### src/rtl/pid_sched_pkg.sv
// rtl/pid_sched_pkg.sv - shared state encoding and counter sizing for the PID sample scheduler
package pid_sched_pkg;

   typedef enum logic [2:0] {
      IDLE,
      TRIGGER,
      WAIT_MEAS,
      UPDATE,
      CAPTURE,
      FAULT
   } sched_state_t;

   // Bits needed to count 0..n-1, never less than one.
   function automatic int cnt_width(input int n);
      return (n <= 2) ? 1 : $clog2(n);
   endfunction

endpackage

### src/rtl/tick_generator.sv
// rtl/tick_generator.sv - free-running sample period counter, preloaded so the first enabled cycle ticks
module tick_generator
   import pid_sched_pkg::*;
#(
   parameter int PERIOD = 5_000_000
) (
   input  logic clk,
   input  logic reset,
   input  logic enable,
   output logic tick
);

   localparam int              W    = cnt_width(PERIOD);
   localparam logic [W-1:0]    LAST = W'(PERIOD - 1);

   logic [W-1:0] cnt_q, cnt_d;

   always_comb begin
      cnt_d = cnt_q;
      if (!enable)
         cnt_d = LAST;
      else if (cnt_q == LAST)
         cnt_d = '0;
      else
         cnt_d = cnt_q + W'(1);
   end

   always_ff @(posedge clk) begin
      if (reset)
         cnt_q <= LAST;
      else
         cnt_q <= cnt_d;
   end

   assign tick = enable && (cnt_q == LAST);

endmodule

### src/rtl/pid_sample_scheduler.sv
// rtl/pid_sample_scheduler.sv - sequences sensor measurement, PID strobe and control capture per sample tick
module pid_sample_scheduler
   import pid_sched_pkg::*;
#(
   parameter int SAMPLE_PERIOD_CYCLES = 5_000_000,
   parameter int TIMEOUT_CYCLES       = 3_000_000,
   parameter int MAX_MISSES           = 3,
   parameter int PV_WIDTH             = 9,
   parameter int CONTROL_WIDTH        = 16
) (
   input  logic                            clk,
   input  logic                            reset,
   input  logic                            enable,
   output logic                            meas_req,
   input  logic                            meas_valid,
   input  logic        [PV_WIDTH-1:0]      meas_data,
   output logic        [PV_WIDTH-1:0]      pid_feedback,
   output logic                            pid_clk_en,
   output logic                            pid_en,
   input  logic signed [CONTROL_WIDTH-1:0] pid_control,
   output logic signed [CONTROL_WIDTH-1:0] control_hold,
   output logic                            control_valid,
   output logic                            fault,
   output logic                            overrun,
   output logic        [1:0]               miss_count
);

   localparam int           TW      = cnt_width(TIMEOUT_CYCLES);
   localparam logic [TW-1:0] TO_LAST = TW'(TIMEOUT_CYCLES - 1);

   logic tick;

   tick_generator #(
      .PERIOD (SAMPLE_PERIOD_CYCLES)
   ) u_tick (
      .clk    (clk),
      .reset  (reset),
      .enable (enable),
      .tick   (tick)
   );

   sched_state_t                     state_q, state_d;
   logic        [TW-1:0]             to_cnt_q, to_cnt_d;
   logic                             meas_req_q, meas_req_d;
   logic                             pid_clk_en_q, pid_clk_en_d;
   logic                             pid_en_q, pid_en_d;
   logic                             control_valid_q, control_valid_d;
   logic                             fault_q, fault_d;
   logic                             overrun_q, overrun_d;
   logic        [1:0]                miss_q, miss_d;
   logic        [PV_WIDTH-1:0]       feedback_q, feedback_d;
   logic signed [CONTROL_WIDTH-1:0]  hold_q, hold_d;

   always_comb begin
      state_d         = state_q;
      to_cnt_d        = to_cnt_q;
      control_valid_d = 1'b0;
      overrun_d       = overrun_q;
      miss_d          = miss_q;
      feedback_d      = feedback_q;
      hold_d          = hold_q;

      if (!enable) begin
         state_d    = IDLE;
         to_cnt_d   = '0;
         overrun_d  = 1'b0;
         miss_d     = '0;
         feedback_d = '0;
         hold_d     = '0;
      end else begin
         if (tick && state_q != IDLE && state_q != FAULT)
            overrun_d = 1'b1;

         case (state_q)
            IDLE: begin
               if (tick)
                  state_d = TRIGGER;
            end
            TRIGGER: begin
               to_cnt_d = '0;
               state_d  = WAIT_MEAS;
            end
            WAIT_MEAS: begin
               // A result arriving on the expiry cycle still counts as a good sample.
               if (meas_valid) begin
                  feedback_d = meas_data;
                  miss_d     = '0;
                  state_d    = UPDATE;
               end else if (to_cnt_q == TO_LAST) begin
                  miss_d  = miss_q + 2'd1;
                  state_d = (miss_d == 2'(MAX_MISSES)) ? FAULT : IDLE;
               end else begin
                  to_cnt_d = to_cnt_q + TW'(1);
               end
            end
            UPDATE: begin
               state_d = CAPTURE;
            end
            CAPTURE: begin
               hold_d          = pid_control;
               control_valid_d = 1'b1;
               state_d         = IDLE;
            end
            FAULT: begin
               state_d = FAULT;
            end
            default: begin
               state_d = IDLE;
            end
         endcase

         if (state_d == FAULT)
            hold_d = '0;
      end

      meas_req_d   = (state_d == TRIGGER);
      pid_clk_en_d = (state_d == UPDATE);
      fault_d      = (state_d == FAULT);
      pid_en_d     = enable && (state_d != FAULT);
   end

   always_ff @(posedge clk) begin
      if (reset) begin
         state_q         <= IDLE;
         to_cnt_q        <= '0;
         meas_req_q      <= 1'b0;
         pid_clk_en_q    <= 1'b0;
         pid_en_q        <= 1'b0;
         control_valid_q <= 1'b0;
         fault_q         <= 1'b0;
         overrun_q       <= 1'b0;
         miss_q          <= '0;
         feedback_q      <= '0;
         hold_q          <= '0;
      end else begin
         state_q         <= state_d;
         to_cnt_q        <= to_cnt_d;
         meas_req_q      <= meas_req_d;
         pid_clk_en_q    <= pid_clk_en_d;
         pid_en_q        <= pid_en_d;
         control_valid_q <= control_valid_d;
         fault_q         <= fault_d;
         overrun_q       <= overrun_d;
         miss_q          <= miss_d;
         feedback_q      <= feedback_d;
         hold_q          <= hold_d;
      end
   end

   assign meas_req      = meas_req_q;
   assign pid_feedback  = feedback_q;
   assign pid_clk_en    = pid_clk_en_q;
   assign pid_en        = pid_en_q;
   assign control_hold  = hold_q;
   assign control_valid = control_valid_q;
   assign fault         = fault_q;
   assign overrun       = overrun_q;
   assign miss_count    = miss_q;

endmodule

### config.mk
export PLATFORM = sky130hd
export DESIGN_NAME = pid_sample_scheduler
export DESIGN_NICKNAME = d
export VERILOG_FILES = /design/src/rtl/pid_sched_pkg.sv /design/src/rtl/tick_generator.sv /design/src/rtl/pid_sample_scheduler.sv
export SDC_FILE = /design/constraint.sdc
export NUM_CORES = 1
export LEC_CHECK = 0
export ABC_AREA = 1
export BUFFER_PORTS_ARGS = -buffer_cell sky130_fd_sc_hd__buf_2
export CORE_ASPECT_RATIO = 0.9
export CORE_MARGIN = 3
export CORE_UTILIZATION = 45
export CTS_CLUSTER_DIAMETER = 80
export DETAILED_ROUTE_END_ITERATION = 6
export PLACE_DENSITY_LB_ADDON = 0.1
export SLEW_MARGIN = 20
export SYNTH_ARGS = -nofsm -noshare
export SYNTH_HDL_FRONTEND = slang
export SYNTH_SLANG_ARGS = --single-unit
### constraint.sdc
create_clock -name clk -period 2.1 [get_ports clk]
set_input_delay 0.42 -clock clk [delete_from_list [all_inputs] [get_ports clk]]
set_output_delay 0.42 -clock clk [all_outputs]
set_load 0.01 [all_outputs]
# Word-level counts from Yosys, hierarchy flattened
# Cells that the tools add are included.
# word_totals
register_bits	81
input_bits	29
output_inout_bits	33
elab_cells	61
# classes
reduce_logical	14
eq_ne	16
bitwise	1
addsub	3
n_mux	14
# op_table
op	count
22-bit two-way mux	2
22-bit case mux with 2 select lines	1
23-bit by 1-bit adder with 23-bit output (second input constant)	1
23-bit == test (second input constant)	1
23-bit two-way mux	1
22-bit by 1-bit adder with 22-bit output (second input constant)	1
22-bit == test (second input constant)	1
3-bit two-way mux	6
3-bit case mux with 5 select lines	1
3-bit == test (second input constant)	4
3-bit by 2-bit == test with 1-bit output (second input constant)	3
3-bit by 1-bit == test with 1-bit output (second input constant)	2
3-bit != test (second input constant)	2
3-bit OR reduction	2
1-bit logical AND	4
2-bit two-way mux	2
2-bit != test (second input constant)	2
2-bit AND reduction	2
2-bit nonzero test	2
3-bit zero test	1
3-bit AND reduction	1
3-bit nonzero test	1
2-bit by 1-bit adder with 2-bit output (second input constant)	1
2-bit == test (second input constant)	1
other kinds (3)	3

# Depth between registers and ports, before layout
# logic_depth
word_depth	10
mapped_depth	13
ltp_nobuf	12

# Modules after synthesis
# From an unflattened synthesis, not the netlist that was laid out.
# hier_totals
cells_unflattened	609
area_unflattened_um2	4206.5
# by_module_without_submodules
module	cells_per_inst	instances	area_each_um2	seq_area_each_um2
pid_sample_scheduler	406	1	2882.8	1161.1
tick_generator	203	1	1323.8	460.4

# Worst setup path before layout
# Ideal clock, no wire load.
# synth_path
kind	register to register
startpoint	reg to_cnt_q[0]
endpoint	reg hold_q[10] (netlist: control_hold[10])
arrival_time_ps	1594
setup_time_ps	116
setup_slack_ps	390
n_path_buf	1
path_stages_with_launch	12
t_required_ps	1984
cell_sequence	dfxtp_1 ha_1 nand2_1 inv_2 nand2_2 nor2_1 nand4_1 nand3_2 nand3_2 nand2_4 buf_6 nor2_1
# synth_between
elab_chain_cells	7
# synth_rtl
item	line_no	rtl
start, declared	pid_sample_scheduler.sv:43	logic [TW-1:0] to_cnt_q, to_cnt_d;
start signal, assigned	pid_sample_scheduler.sv:137	to_cnt_q <= to_cnt_d;
22-bit == test	pid_sample_scheduler.sv:89	end else if (to_cnt_q == TO_LAST) begin
3-bit two-way mux	pid_sample_scheduler.sv:89	
3-bit two-way mux	pid_sample_scheduler.sv:85	if (meas_valid) begin
3-bit case mux with 5 select lines	pid_sample_scheduler.sv:74	case (state_q)
3-bit two-way mux	pid_sample_scheduler.sv:63	if (!enable) begin
3-bit == test	pid_sample_scheduler.sv:112	if (state_d == FAULT)
3-bit OR reduction (no source line)	n/a	
end signal, assigned	pid_sample_scheduler.sv:146	hold_q <= hold_d;
end, declared	pid_sample_scheduler.sv:52	logic signed [CONTROL_WIDTH-1:0] hold_q, hold_d;
# No other way between the ends. The select of a mux whose other input is x is not followed.
# A chain may end at the register's enable or synchronous reset.

# Worst setup path after layout
# layout_path
startpoint	reg to_cnt_q[0]
endpoint	reg hold_q[7] (netlist: control_hold[7])
# Same word-level chain as after synthesis.

==> summary.md <==
| Metric | Value |
|---|---|
| Ys async rst share | 0% |
| CP max stage cell | dfxtp_1 |
| Final Skew | 15.0 ps |
| Count of non-filler cells in the finished layout | 805 |
| P_int | 0.00234 W |
| 1st-iter DRT viols | 194 |
| DRT antenna net count | 0 |
| Syn Nets | 647 |
| GRT overflow | 0 |
| Flop pwr share | 50.0% |
| Most common library cells after synthesis | 159 x nand2_1, 111 x nor2_1, 81 x dfxtp_1 |
| Relative slew slack | 60.8% |
| Die X | 107 um |
| Dpl cells | 790 |
| Setup crit start kind | flip-flop |
| Sw Share | 26.3% |
| Root Buffer | clkbuf_8 |
| Core Box Area | 8770 um^2 |
| CP required | 2360 ps |
| Maximum vdd drop | around 0.43 mV |
| Min-Delay Path Class | input pin to flip-flop |
| Fmax achieved | approximately 530 MHz |
| CP endpoint kind | flip-flop |
| Final WL | roughly 10 mm |
| Post-Syn Area | 4150 um^2 |
| # hold bufs at CTS | 0 |
| Rows | 32 |
| Initial antenna violation count | 0 |
| Static Leak | 2.12 nW |
| Primary FF master, synth | dfxtp_1 |
| Slew Viols, Final | 0 |
| Final-stage net count | 714 |
| CTS buffer count | 9 |
| Setup slack, reg-to-reg | 210 ps |
| Synthesis-to-layout area growth | 16.0% |
| Most common cell in the netlist | nand2_1 |
| Hpwl dp | slightly below 8 mm |
| Setup TNS | 0 ps |
| DRC violations left | 0 |
| Final hold violations | 0 |
| Crit path kind | flip-flop to flip-flop |
| CP arrival | 2150 ps |
| Reg clk slew, reported paths | approximately 90 ps |
| CTS tree | yes |
| PD cells | 660 nW/um^2 |
| Area share of the largest cell type after synthesis | 39.1% |
| First-pass GRT wire length | approximately 18 mm |
| Layout cells sized above 1 | 16.3% |
| Vias in the first global route | 3758 |
| Area leader, netlist | dfxtp_1 |
| Via density | 5.05 |
| Clock power share | 40.2% |
| Die height | 97.1 um |
| Placer Congestion | 0.936 |
| Cells after Synth | 615 |
| Crit path cell chain | ha_1 > nand2_1 > inv_2 > nand2_2 > nor2_1 > nand3_1 > nand2_2 > nand3_2 > inv_2 > nand3_2 > nand2_4 > nor2_1 |
| Antenna cells | 0 |
| Max Cap Viol | 0 |
| RSZ-0062 raised after global routing | no |
| Htree depth | 3 |
| CP peak stage delay | 400 ps |
| Synth Warn # | 0 |
| Status | finished clean |
| Net Switching | 0.000835 W |
| #FFs+latches synth | 81 |
| Initial Utilization | 47.3% |
| IO Count | between 60 and 70 |
| Sequential share of the synthesized area | 39.1% |
| Per-cell routed wire length | 13.0 um |
| Pin count of the biggest net entering global routing | 27 |
| Final worst path period share | between 90% and 100% |
| Netlist cell types | 34 |
| Top cells by area, synth | dfxtp_1 39%, nand2_1 14%, nor2_1 10%, inv_1 5.3%, nand3_1 4.6% |
| Buffers on Ports | a little over 60 |
| Syn Area/Cell | 6.74 um^2 |
| CTS sink count | slightly above 80 |
| DRT Pass-1 Iters | 4 |
| Worst Tran Pin Value | 584 ps |
| Clock buffer depth | 2 |
| Die area | ~10000 um^2 |
| DR vias | 4065 |
| Post-synth EDFFs | 0 |
| GRT Total Usage | roughly a fifth |
| Comb power frac | 9.8% |
| Pre-CTS setup slack | 117 ps |
| Endpoints failing setup | 0 |
| Fin crit period | 1890 ps |
| Worst-path fanout max | 17 |
| Setup ws final | approximately 210 ps |
| Skew-Pair Late Insertion Delay | 370 ps |
| Final core utilization | roughly 55% |
| Tot Pwr | 0.00318 W |
power groups by stage:
stage	Clock (W)	Combinational (W)	Sequential [W]
finish	0.00128	0.000311	0.00159
global route	0.00137	0.000351	0.00159
CTS	0.00130	0.000308	0.00159
detailed placement	0	0.000305	0.00163
global placement	0	0.000301	0.00162
floorplan	0	0.000206	0.00162
flip-flops by register name, indices dropped and copies added, names as in the netlist, 2 cells and up:
signal / cells
control_hold: 16
miss_count: 2
state_q: 3
to_cnt_q: 22
pid_feedback: 9
u_tick.cnt_q: 23
layout by cell type, fill, tap and decap left out, types with 14 or more instances in the layout:
cell,count
inv_1,58
o21ai_0,17
mux2i_1,16
nand4_1,14
nand2_1,159
a21oi_1,36
nand3_1,38
dfxtp_1,81
nor2_1,108
nor3_1,16
buf_2,61
through the flow:
stage | hold slack (ps) | cell area [um^2]
finish | 276 | 4810
global route | 276 | 4810
CTS | 262 | 4800
detailed placement | 461 | 4580
global placement | 449 | 4580
floorplan | 453 | 4150
cell type report:
cell class              count  area, um^2
fillers                   875        3960
clock buffers               9         124
clock inverters             6        91.3
repair buffers             71         380
well taps                 119         149
inverters                  63         236
multi-input cells         456        2210
flip-flops and latches     81        1620
cells by family after synthesis:
| logic type | Yosys count | synth area share [%] |
|---|---|---|
| buffers and inverters | 78 | 7.97 |
| multiplexers | 16 | 3.86 |
| adder cells (fa/ha/maj) | 3 | 0.905 |
| AND/OR/NAND/NOR | 364 | 37.8 |
| XOR/XNOR | 14 | 2.96 |
| AO/OA/AOI/OAI | 59 | 7.39 |
| flip-flops | 81 | 39.1 |
metal layers:
| metal | part of all wire, % | routed length [um] | GRT usage [%] | up-vias |
|---|---|---|---|---|
| met4 | 1.1 | 114 | 5.70 | 0 |
| li1 | - | - | - | 2102 |
| met5 | 0 | 0 | 0 | - |
| met2 | 42 | 4350 | 31.2 | 111 |
| met1 | 50 | 5210 | 30.1 | 1844 |
| met3 | 7.4 | 775 | 6.84 | 8 |
worst max-delay path: cells and delay by family, from the launching register on:
family | cells | cell delay, ps
buffers and inverters | 2 | 140
DFF | 1 | 400
and+or+nand+nor | 9 | 1010
adders and majority gates | 1 | 240
path summary, 6_finish.rpt:
kind	startpoint	end	cells after the start
worst min register to register	to_cnt_q[1]	to_cnt_q[1]	2
worst max-delay path	to_cnt_q[0]	control_hold[7]	12
worst max register to register	to_cnt_q[0]	control_hold[7]	12
worst min-delay path	meas_data[6]	pid_feedback[6]	3
repair_timing:
| action | 4_1_cts | 5_1_grt |
|---|---|---|
| resized for setup | 0 | 3 |
| buffers inserted | 0 | 0 |
| endpoints found under the setup margin | 0 | 40 |
Note: power is estimated with default switching activity, not from simulation.
